==> src/rtl/simplez_mem_arbiter.sv <==
// simplez_mem_arbiter: round-robin two-port arbiter (CPU / loader) for the Simplez main memory
module simplez_mem_arbiter #(
    parameter int DATAW = 12,
    parameter int ADDRW = 9
) (
    input  logic             clk,
    input  logic             rst,
    input  logic             c_req,
    input  logic             c_we,
    input  logic [ADDRW-1:0] c_addr,
    input  logic [DATAW-1:0] c_wdata,
    output logic [DATAW-1:0] c_rdata,
    output logic             c_ack,
    input  logic             l_req,
    input  logic             l_we,
    input  logic [ADDRW-1:0] l_addr,
    input  logic [DATAW-1:0] l_wdata,
    output logic [DATAW-1:0] l_rdata,
    output logic             l_ack,
    input  logic             l_lock,
    output logic [ADDRW-1:0] m_addr,
    output logic             m_wr,
    output logic [DATAW-1:0] m_wdata,
    input  logic [DATAW-1:0] m_rdata,
    output logic             owner
);
    typedef enum logic [1:0] {IDLE, ACCESS, WAIT, RESP} state_t;
    state_t state;
    logic   prio;
    logic   we_q;
    logic   c_el;
    logic   l_el;
    logic   win;
    // eligibility and round-robin winner (1 = loader)
    always_comb begin
        c_el = c_req & ~l_lock;
        l_el = l_req;
        win  = (c_el & l_el) ? prio : l_el;
    end
    // transaction sequencer; everything moves on the falling edge with the CPU and memory
    always_ff @(negedge clk or posedge rst) begin
        if (rst) begin
            state   <= IDLE;
            prio    <= 1'b0;
            we_q    <= 1'b0;
            owner   <= 1'b0;
            m_addr  <= '0;
            m_wr    <= 1'b0;
            m_wdata <= '0;
            c_rdata <= '0;
            l_rdata <= '0;
            c_ack   <= 1'b0;
            l_ack   <= 1'b0;
        end else begin
            case (state)
                IDLE: if (c_el | l_el) begin
                    m_addr  <= win ? l_addr : c_addr;
                    m_wr    <= win ? l_we : c_we;
                    we_q    <= win ? l_we : c_we;
                    m_wdata <= win ? l_wdata : c_wdata;
                    owner   <= win;
                    prio    <= ~win;
                    state   <= ACCESS;
                end
                ACCESS: begin
                    m_wr  <= 1'b0;
                    state <= WAIT;
                end
                WAIT: begin
                    if (!we_q && owner) l_rdata <= m_rdata;
                    if (!we_q && !owner) c_rdata <= m_rdata;
                    l_ack <= owner;
                    c_ack <= ~owner;
                    state <= RESP;
                end
                default: begin
                    c_ack <= 1'b0;
                    l_ack <= 1'b0;
                    state <= IDLE;
                end
            endcase
        end
    end
endmodule

==> config.mk <==
export PLATFORM = sky130hd
export DESIGN_NAME = simplez_mem_arbiter
export DESIGN_NICKNAME = d
export VERILOG_FILES = /design/src/rtl/simplez_mem_arbiter.sv
export SDC_FILE = /design/constraint.sdc
export NUM_CORES = 1
export LEC_CHECK = 0
export ABC_AREA = 1
export BUFFER_PORTS_ARGS = -buffer_cell sky130_fd_sc_hd__clkbuf_2
export CELL_PAD_IN_SITES_DETAIL_PLACEMENT = 0
export CELL_PAD_IN_SITES_GLOBAL_PLACEMENT = 1
export CORE_ASPECT_RATIO = 1.25
export CORE_UTILIZATION = 33
export DETAILED_ROUTE_END_ITERATION = 6
export HOLD_SLACK_MARGIN = 0.02
export PLACE_DENSITY = 0.84
export REMOVE_ABC_BUFFERS = 1
export SYNTH_ARGS = -nofsm -noshare
export SYNTH_HDL_FRONTEND = slang
export SYNTH_SLANG_ARGS = --single-unit
==> constraint.sdc <==
create_clock -name clk -period 1.9 [get_ports clk]
set_clock_uncertainty 0.1 [all_clocks]
set_input_delay 0.19 -clock clk [delete_from_list [all_inputs] [get_ports clk]]
set_output_delay 0.19 -clock clk [all_outputs]
set_load 0.005 [all_outputs]
==> metrics <==
outcome finished with violations; violated checks negative setup slack; FP Rows 33; Pre-antenna DRT Iters 4; cts bufs inserted 5; Cells on Worst Hold Path 2; grt total ovfl 0; GR Layer Usage met2 between 20% and 30%; total negative setup slack -8250 ps; Seq/Total Area, Yosys around 58%; reg2reg start state[0]; setup slack, reg-to-reg 250 ps; via density per instance between 4 and 5; gr busiest metal met2; Clock Path Buffers 2; Cells after Synth 254; DP Area 0.00296 mm2; diode count 0; CP cell instances clkbuf_2; final setup fails 49; first-pass GRT wire length roughly 8900 um; hpwl dp roughly 3800 um; die area between 0.007 and 0.008 mm2; CTS clk-pin slew, worst paths about 60 ps; crit path DAT roughly 1800 ps; Initial Util between 30% and 40%; Worst R2R End c_ack; Detailed Route WL about 5800 um; final instance area 0.00340 mm2; Max-Cap Viols 0; WHS Endpoint c_rdata[6]; Residual DRC 0; CP max-delay cell dfrtn_1; total track usage approximately 15%; Worst Path Buf+Inv 1; met1 Use GR 18.8%; 1st-iter DRT viols 42; pwr dens roughly 1500 mW/mm2; largest stage delay on the critical path approximately 440 ps; nets@finish 463; instance count on the critical path 1; YS warnings 0; Yosys cell types 23; final hold vios 0; slew margin rel. about 70%; Syn Std Cell Area around 0.0023 mm2; R2R cell count 4; max-slew violations 0; maximum vdd drop 0.562 mV; startpoint types register; hold_sp c_rdata[6]; io pins 110; #FFs+latches synth 53; antenna violations before repair 0; Post-DRT Antenna Nets 0; Critical Path RT roughly 1600 ps; Hold Path Class reg2reg; via count roughly 2,100; Mean Syn Cell Area ~9.0 um2; clk sinks 53; CTS root buffer clkbuf_8; kind of cell adding the most delay to the critical path flip-flops; CTS tree done; final core area utilization 51.1%; GPL Wtd Cong roughly 0.81; Slew @ Worst Pin 453 ps; final setup margin -199 ps; routed wire length per instance ~12 um; clk_lat worst skew 300 ps; Post-Place Setup Slack -543 ps; met3 Use GR approximately 3.7%; crit-path max FO 2; PortBufs 109; RSZ-0062 raised after global routing true; pin count of the biggest net entering global routing 54; Crit Path Class reg2out; Placeable Area roughly 0.0066 mm2; Critical Path Sink Type output pin; CTS H-tree depth 2; die height about 95 um; Lkg Pwr approximately 1.9 nW; vias in the first global route 2,039; die width roughly 76 um; share of post-route cells with drive strength above 1 between 40% and 50%; P&R area growth vs syn 48.7%
## power breakdown
part | switching [mW] | internal, mW | leakage (nW) | total [mW]
Combinational | 1.16 | 1.24 | 1.23 | 2.40
Sequential | 0.283 | 1.74 | 0.646 | 2.02
Clock | 0.365 | 0.257 | 0.0450 | 0.621
## Yosys cell counts
cell type   n  area, um2
a21oi_1     3       15.0
buf_2       4       20.0
buf_4       2       15.0
buf_6       1       11.3
buf_8       1       15.0
clkbuf_1    1       3.75
clkbuf_2    1       5.00
dfrtn_1    53       1330
ha_1        3       37.5
inv_1      22       82.6
inv_2       3       11.3
mux2_2      1       11.3
nand2_1    84        315
nand2_2    12       75.1
nand2_4     1       11.3
nand3_1    26        130
nand4_1     1       6.26
nor2_1      3       11.3
nor2_2      2       12.5
nor2_8      1       20.0
o211ai_1    1       7.51
o21ai_0    27        135
o21bai_1    1       7.51
## metrics by stage
stage	power, mW	hold WS, ps	cells
2_1_floorplan	3.02	337	244
3_3_place_gp	3.91	328	449
3_5_place_dp	3.96	336	449
4_1_cts	4.75	338	467
5_1_grt	5.51	361	487
6_report	5.04	331	487
## flip-flops by register name, indices dropped and copies added (netlist names), 2 cells and up
name     flops
m_wdata     12
m_addr       9
state        2
l_rdata     12
c_rdata     12
## layer usage
layer	wire (um)	part of all wire (%)
met5	0	0
met4	61	1.1
met3	367	6.3
met2	2900	50
met1	2460	42
## layout by cell type (no fill, tap or decap)
cell type,synthesis,layout
inv_4,0,2
nor2_8,1,1
dfrtn_1,53,53
clkbuf_2,1,92
nand3_1,26,19
nor2_1,3,3
mux2_2,1,1
o21bai_1,1,1
buf_2,4,16
ha_1,3,3
nand3_2,0,7
nor2_2,2,2
buf_6,1,3
buf_4,2,32
clkbuf_1,1,1
nand2_2,12,14
buf_12,0,2
inv_2,3,3
clkinv_2,0,2
nor2_4,0,1
clkbuf_16,0,2
inv_1,22,20
a21oi_1,3,3
clkbuf_8,0,5
o21ai_0,27,27
o211ai_1,1,1
nand4_1,1,1
nand2_4,1,5
nand2_1,84,78
## how the worst max path moves through the flow
stage,end,startpoint
2_1_floorplan,c_ack,rst
3_3_place_gp,m_addr[5],l_lock
5_1_grt,m_wdata[2],m_wdata[2]
4_1_cts,m_addr[1],m_addr[1]
6_report,l_rdata[10],l_rdata[10]
3_5_place_dp,m_wdata[5],l_lock
## area by class of cell
type	instances	area (um2)
clock buffers	6	72.6
clock inverters	2	10.0
fillers	656	3250
inverters	25	98.8
multi-input cells	167	877
flip-flops and latches	53	1330
well taps	87	109
repair buffers	147	905
## kinds of logic (layout without fill, tap and decap cells)
family	after synthesis	count (layout)	share of synthesized area, %
adder cells (fa/ha/maj)	3	3	1.64
flip-flops	53	53	58.0
multiplexers	1	1	0.493
AND/OR/NAND/NOR	130	131	25.5
buffers and inverters	35	180	7.17
AO/OA/AOI/OAI	32	32	7.23
## timing repair
action	in CTS	in global routing
pin swaps	0	2
hold endpoints to repair	0	0
resized for setup	1	40
setup endpoints to repair	70	70
buffers inserted	10	16
hold buffers	0	0
cloned	0	4
## worst min-delay path, cell delays in order, from the launching register on
cell and delay [ps]:
dfrtn_1 410, nand2_1 50, o21ai_0 60
Power figures use the tool's default switching activity.
